===== config.mk =====
export PLATFORM = sky130hd
export DESIGN_NAME = maq_ajuste
export DESIGN_NICKNAME = d
export VERILOG_FILES = /design/src/rtl/maq_ajuste.sv
export SDC_FILE = /design/constraint.sdc
export NUM_CORES = 1
export LEC_CHECK = 0
export CELL_PAD_IN_SITES_DETAIL_PLACEMENT = 1
export CELL_PAD_IN_SITES_GLOBAL_PLACEMENT = 1
export CORE_UTILIZATION = 37
export DETAILED_ROUTE_END_ITERATION = 10
export MAX_ROUTING_LAYER = met4
export PLACE_DENSITY = 0.77
export SETUP_SLACK_MARGIN = 0.4
export SLEW_MARGIN = 5
export SYNTH_ARGS = -nofsm -noshare
export SYNTH_HDL_FRONTEND = slang
export SYNTH_SLANG_ARGS = --single-unit

===== constraint.sdc =====
create_clock -name maqa_clock -period 2 [get_ports maqa_clock]
set_input_delay 0.6 -clock maqa_clock [delete_from_list [all_inputs] [get_ports maqa_clock]]
set_output_delay 0.6 -clock maqa_clock [all_outputs]
set_load 0.01 [all_outputs]

===== src/rtl/maq_ajuste.sv =====
// Clock adjust controller: button synchronizers, NORMAL/AJUSTE_HORA/AJUSTE_MIN mode FSM,
// seconds counter, increment pulses with hold-to-repeat and display blink flag.
module maq_ajuste (
    input  logic       maqa_clock,
    input  logic       maqa_reset,
    input  logic       maqa_tick_1hz,
    input  logic       maqa_botao_modo,
    input  logic       maqa_botao_inc,
    input  logic       maqa_incrementa_hora_in,
    output logic       maqa_min_enable,
    output logic       maqa_min_incremento,
    output logic       maqa_hora_enable,
    output logic       maqa_hora_incremento,
    output logic [3:0] maqa_seg_lsd,
    output logic [2:0] maqa_seg_msd,
    output logic [1:0] maqa_modo,
    output logic       maqa_pisca
);

    typedef enum logic [1:0] {
        StNormal     = 2'b00,
        StAjusteHora = 2'b01,
        StAjusteMin  = 2'b10
    } state_t;

    localparam logic [1:0] RepeatStart = 2'd2;

    state_t     state_q, state_d;

    logic       modo_meta_q, modo_sync_q, modo_prev_q;
    logic       inc_meta_q, inc_sync_q, inc_prev_q;
    logic       modo_edge, inc_edge;

    logic [1:0] rep_q, rep_d;
    logic       rep_fire;
    logic       in_adjust;
    logic       tick_eff;
    logic       inc_event;

    logic [3:0] sec_lsd_q, sec_lsd_d;
    logic [2:0] sec_msd_q, sec_msd_d;
    logic       sec_wrap;

    logic       min_inc_q, min_inc_d;
    logic       hora_inc_q, hora_inc_d;
    logic       pisca_q, pisca_d;

    // Two-flop synchronizers plus a registered copy for rising-edge detection.
    always_ff @(posedge maqa_clock) begin
        if (!maqa_reset) begin
            modo_meta_q <= 1'b0;
            modo_sync_q <= 1'b0;
            modo_prev_q <= 1'b0;
            inc_meta_q  <= 1'b0;
            inc_sync_q  <= 1'b0;
            inc_prev_q  <= 1'b0;
        end else begin
            modo_meta_q <= maqa_botao_modo;
            modo_sync_q <= modo_meta_q;
            modo_prev_q <= modo_sync_q;
            inc_meta_q  <= maqa_botao_inc;
            inc_sync_q  <= inc_meta_q;
            inc_prev_q  <= inc_sync_q;
        end
    end

    assign modo_edge = modo_sync_q & ~modo_prev_q;
    assign inc_edge  = inc_sync_q & ~inc_prev_q;

    // A mode change swallows any tick or increment seen in the same cycle.
    assign tick_eff  = maqa_tick_1hz & ~modo_edge;
    assign in_adjust = (state_q == StAjusteHora) || (state_q == StAjusteMin);

    // FSM: state register
    always_ff @(posedge maqa_clock) begin
        if (!maqa_reset) begin
            state_q <= StNormal;
        end else begin
            state_q <= state_d;
        end
    end

    // FSM: next state
    always_comb begin
        state_d = state_q;
        if (modo_edge) begin
            unique case (state_q)
                StNormal:     state_d = StAjusteHora;
                StAjusteHora: state_d = StAjusteMin;
                StAjusteMin:  state_d = StNormal;
                default:      state_d = StNormal;
            endcase
        end
    end

    // FSM: outputs decoded from the current mode
    always_comb begin
        maqa_modo        = state_q;
        maqa_min_enable  = 1'b0;
        maqa_hora_enable = 1'b0;
        unique case (state_q)
            StNormal: begin
                maqa_min_enable  = 1'b1;
                maqa_hora_enable = 1'b1;
            end
            StAjusteHora: maqa_hora_enable = 1'b1;
            StAjusteMin:  maqa_min_enable  = 1'b1;
            default: begin
                maqa_min_enable  = 1'b0;
                maqa_hora_enable = 1'b0;
            end
        endcase
    end

    // Hold-to-repeat: ticks are counted while inc is held; from the third one on, each fires.
    always_comb begin
        rep_d = rep_q;
        if (!in_adjust || !inc_sync_q || modo_edge) begin
            rep_d = 2'd0;
        end else if (maqa_tick_1hz && (rep_q != RepeatStart)) begin
            rep_d = rep_q + 2'd1;
        end
    end

    assign rep_fire  = inc_sync_q & maqa_tick_1hz & (rep_q == RepeatStart);
    assign inc_event = in_adjust & ~modo_edge & (inc_edge | rep_fire);

    always_comb begin
        sec_lsd_d = sec_lsd_q;
        sec_msd_d = sec_msd_q;
        sec_wrap  = 1'b0;
        if (state_d != StNormal) begin
            sec_lsd_d = 4'd0;
            sec_msd_d = 3'd0;
        end else if ((state_q == StNormal) && tick_eff) begin
            if (sec_lsd_q == 4'd9) begin
                sec_lsd_d = 4'd0;
                if (sec_msd_q == 3'd5) begin
                    sec_msd_d = 3'd0;
                    sec_wrap  = 1'b1;
                end else begin
                    sec_msd_d = sec_msd_q + 3'd1;
                end
            end else begin
                sec_lsd_d = sec_lsd_q + 4'd1;
            end
        end
    end

    always_comb begin
        min_inc_d  = sec_wrap | ((state_q == StAjusteMin) & inc_event);
        hora_inc_d = (sec_wrap & maqa_incrementa_hora_in) |
                     ((state_q == StAjusteHora) & inc_event);
    end

    always_comb begin
        pisca_d = pisca_q;
        if (state_d == StNormal) begin
            pisca_d = 1'b0;
        end else if (state_d != state_q) begin
            pisca_d = 1'b1;
        end else if (maqa_tick_1hz) begin
            pisca_d = ~pisca_q;
        end
    end

    always_ff @(posedge maqa_clock) begin
        if (!maqa_reset) begin
            rep_q      <= 2'd0;
            sec_lsd_q  <= 4'd0;
            sec_msd_q  <= 3'd0;
            min_inc_q  <= 1'b0;
            hora_inc_q <= 1'b0;
            pisca_q    <= 1'b0;
        end else begin
            rep_q      <= rep_d;
            sec_lsd_q  <= sec_lsd_d;
            sec_msd_q  <= sec_msd_d;
            min_inc_q  <= min_inc_d;
            hora_inc_q <= hora_inc_d;
            pisca_q    <= pisca_d;
        end
    end

    assign maqa_seg_lsd         = sec_lsd_q;
    assign maqa_seg_msd         = sec_msd_q;
    assign maqa_min_incremento  = min_inc_q;
    assign maqa_hora_incremento = hora_inc_q;
    assign maqa_pisca           = pisca_q;

endmodule

# Word level (Yosys, flattened, before mapping)
# Cells that the tools add are included.
# totals
regBits,20
inputBits,6
wordCells,70
# classes
n_addsub,3
eq_ne,7
mux,12
bitwise,18
reduce_logical,17
# op_table
op,count
bitwise AND 1 bit,10
OR reduction 2 bit,5
two-way mux 1 bit,8
NOT 1 bit,5
adder 4 x 1 -> 4 bit (second input constant),1
equality test 2 bit (second input constant),2
equality test 4 bit (second input constant),1
zero test 2 bit,2
two-way mux 4 bit,1
one-hot mux 2 bit (2 select lines),1
nonzero test 2 bit,2
adder 3 x 1 -> 3 bit (second input constant),1
equality test 3 bit (second input constant),1
logical OR 1 bit,3
two-way mux 3 bit,1
bitwise OR 1 bit,3
adder 2 x 1 -> 2 bit (second input constant),1
equality test 2 x 1 -> 1 bit (second input constant),1
logical AND 1 bit,2
zero test 1 bit,2
two-way mux 2 bit,1
inequality test 2 bit,1
inequality test 2 bit (second input constant),1
AND reduction 2 bit,1

# Longest topological paths before layout
# logic_depth
ltp_word,9
depth_mapped,6
mapped_depth_nobuf,6

# Worst setup path before layout
# Ideal clock, no wire load.
# synth_path
kind,register -> output
from,"reg state_q[1], in the netlist maqa_modo[1]"
to,out maqa_hora_enable
t_arrival_ps,1120
setup_slack_ps,280
stages_incl_launch_ff,4
path_buffers,0
cell_sequence,dfxtp_1 -> inv_1 -> ha_1 -> or2_2
# synth_between
elab_chain_len,3
word_cells_on_any_way,4
cone_classes,eq/ne (1); mux (1); reduce/logical (2)
# synth_lines
element,line,rtl
from (decl),28,"state_t state_q, state_d;"
from (signal assigned),77,state_q <= StNormal;
from (signal assigned),79,state_q <= state_d;
equality test 2 x 1 -> 1 bit or zero test 2 bit (tied branches),101,unique case (state_q)
OR reduction 2 bit (no line) (*),-,
two-way mux 1 bit (*),101,
to (decl),12,"output logic maqa_hora_enable,"
# Every way passes the cells marked *; elsewhere a longest branch is shown, timed or not.

# Final worst setup path
# layout_path
from,"reg state_q[0], in the netlist maqa_modo[0]"
to,out maqa_min_enable
# layout_between
elab_chain_len,3
word_cells_on_any_way,4
cone_classes,eq/ne (1); mux (1); reduce/logical (2)
# layout_lines
element,line,rtl
equality test 2 bit or zero test 2 bit (tied branches),101,
OR reduction 2 bit (no line) (*),-,
two-way mux 1 bit (*),101,
to (decl),10,"output logic maqa_min_enable,"
# Marks and branches as above.

==> reports/results.ini <==
[synthesis]
ys_types=33
synth_area_um2=930
synth.area.top_cells=dfxtp_1 (43%), ha_1 (6.7%), and2_1 (4.0%), xor2_1 (3.8%), nand2_1 (3.6%)
synth_seq_cells=20
syn_avg_cell_area_um2=9.89
synth-xor-area-share=0.0659
synth_nets=105
synth_compound_area_frac=0.117
synth-async-reset-ratio=0
ys_dominant_reg_cell=dfxtp_1
synth_common_cells=dfxtp_1 (20), nand2_1 (9), a21oi_1 (6), and2_1 (6)
synth_top_family_by_area=simple AND/OR/NAND/NOR gates
synth.mux.area_fraction=0
syn_inst=94
yosys.area_share.simple=0.291
synth_top_area_share=0.431
synth.most_common_cell=dfxtp_1
synth_fa_ha_area_frac=0.0673
synth_edf_count=0
synth_top_cell_by_area=dfxtp_1
synth_seq_area_share=0.431
yosysWarnings=0

[finish]
fillerInstances=261
seqCellArea_um2=429
multiInputGateArea_um2=589
area_growth_pct=56.4
drive_gt1_frac=0.416
antenna_cells=0
nNetsFinal=149

[setup_path]
r2r_cells=7
worst_ep_arrival_time_ps=1290
end_kind=output port
required_ps=1400
critPathLaunchType=flip-flop
r2r_slack_ps=240
regToRegStartpoint=maqa_modo[0]$_SDFF_PN0_
worst_r2r_endpoint=maqa_hora_incremento$_SDFF_PN0_
path_class=reg -> out
critPathMaxFanout=3

[timing]
final_hold_viol_count=0
fin_crit_sh=0.943
fin_tns_setup_ps=0
rsz0062_at_grt=true
setup_violations=0
whs_ps=448
fin_ws_ps=113
max_slew_margin=0.804
tightestPinTransition_ps=293
fmax_ghz=0.530
slew_violations=0
fin_worst_skew_ps=0.985
post-route-min-period_ps=1890

[power_and_ir_drop]
pwr_density_cell_nw_per_um2=547
peakVddDrop_uv=442
static-leakage-power_nw=0.606

[floorplanning]
rows=17
die_w_um=52.1
die-area_um2=2720
num_io_pins=20
die_y_um=52.1
core_area_um2=2300
start_util=0.405

[place]
place_hpwl_um=1590
gp_congestion=0.736
pre_cts_ws_ps=13.6
port-buffer-count=19

[hold_path]
whs_path_depth=1
hold_path.class=reg -> reg
worstHoldStart=modo_meta_q$_SDFF_PN0_
worstHoldEndpoint=modo_sync_q$_SDFF_PN0_

[grt]
grt_pass1_vias=829
antenna_found_initial=0
grt_pass1_wl_um=4170
grt_max_degree=12
overflow=0
grtUsageTotal=0.226

[route]
drt_first_pass_iters=4
wl_per_cell_um=17.2
num_vias=854
wl_um=2840
drc_errors=0
vias_per_cell=5.18
antenna_left=0
first_iter_violations=6

[cts]
cts_tree=yes
insertion_delay_ps=300
clkSinkCount=20
numCtsBuffers=3
cts-root-buf=clkbuf_4
cts.path.max_buffers=2
clk_pin_slew_ps=110
htreeDepth=1

[flow_run]
maxCapViolCount=0

[status]
status=completed

==> cell type report <==
cell class / instances / area share
Multi-Input combinational cell: 69 / 0.405
Tap cell: 28 / 0.0241
Clock buffer: 4 / 0.0250
Timing Repair Buffer: 40 / 0.237
Inverter: 4 / 0.0138
Sequential cell: 20 / 0.295
==> flip-flops by register name, summed over array words and instances (netlist names), 2 cells and up <==
register      cells
maqa_seg_msd      3
maqa_modo         2
rep_q             2
maqa_seg_lsd      4
==> cells by family (layout without fill, tap and decap cells) <==
| family | count (synthesis) | count (layout) |
|---|---|---|
| and+or+nand+nor | 41 | 41 |
| DFF | 20 | 20 |
| AOI/OAI and AO/OA | 16 | 16 |
| xor gates and xnor gates | 7 | 7 |
| adders and majority gates | 5 | 5 |
| buffers and inverters | 5 | 48 |
==> placed cells by master, fill, tap and decap left out, drive strengths merged, types with 2 or more instances in the layout <==
master / n
nor2b: 4
clkbuf: 5
o21ai: 2
buf: 25
nand2b: 2
inv: 4
nor4b: 2
nand4: 2
a21oi: 7
clkdlybuf4s15: 2
a31oi: 2
or2: 2
xnor2: 3
nand3: 2
ha: 5
nor2: 5
nand2: 9
or3: 2
dfxtp: 20
dlygate4sd2: 7
clkdlybuf4s50: 5
and2: 7
xor2: 4
==> how the worst max path moves through the flow <==
stage	from	to	slack, ps	cells after the start
after detailed placement	maqa_modo[0]$_SDFF_PN0_	maqa_hora_enable	10	4
after floorplan	maqa_modo[1]$_SDFF_PN0_	maqa_hora_enable	360	3
final	maqa_modo[0]$_SDFF_PN0_	maqa_min_enable	110	4
after global routing	maqa_modo[1]$_SDFF_PN0_	maqa_hora_enable	60	4
after global placement	maqa_tick_1hz	maqa_seg_lsd[1]$_SDFFE_PP0P_	20	5
after CTS	maqa_modo[1]$_SDFF_PN0_	maqa_min_enable	120	4
==> metrics by stage <==
stage / cell area, um^2 / cells / power [mW] / util
after floorplan: 932 / 94 / 0.478 / -
after global placement: 1210 / 148 / 0.525 / 0.525
after detailed placement: 1210 / 148 / 0.528 / 0.525
after CTS: 1370 / 158 / 0.784 / 0.597
after global routing: 1450 / 165 / 0.834 / 0.633
final: 1450 / 165 / 0.796 / 0.633
==> worst max-delay path, stage by stage, from the launching register on <==
cell	delay [ps]
dfxtp_4	420
inv_6	50
ha_4	160
or2_4	240
buf_6	120
==> routing by layer <==
| metal | wire [um] | GRT usage | up-vias |
|---|---|---|---|
| li1 | - | - | 410 |
| met1 | 1200 | 0.241 | 426 |
| met2 | 1540 | 0.410 | 16 |
| met3 | 78 | 0.0614 | 2 |
| met4 | 20 | 0.0541 | 0 |
| met5 | 0 | - | - |
==> timing repair <==
action                                  CTS  global route
endpoints found under the setup margin   23            19
resized for setup                        54            16
pin swaps                                 4             5
hold buffers                              0             0
gates cloned                              0             0
hold endpoints to repair                  0             0
buffers inserted                          6             7
==> power breakdown <==
group | leakage (nW) | internal [mW] | switching (mW)
logic | 0.416 | 0.0784 | 0.0619
clock network | 0.0210 | 0.111 | 0.128
registers | 0.169 | 0.403 | 0.0131
Note: power is estimated with default switching activity, not from simulation.
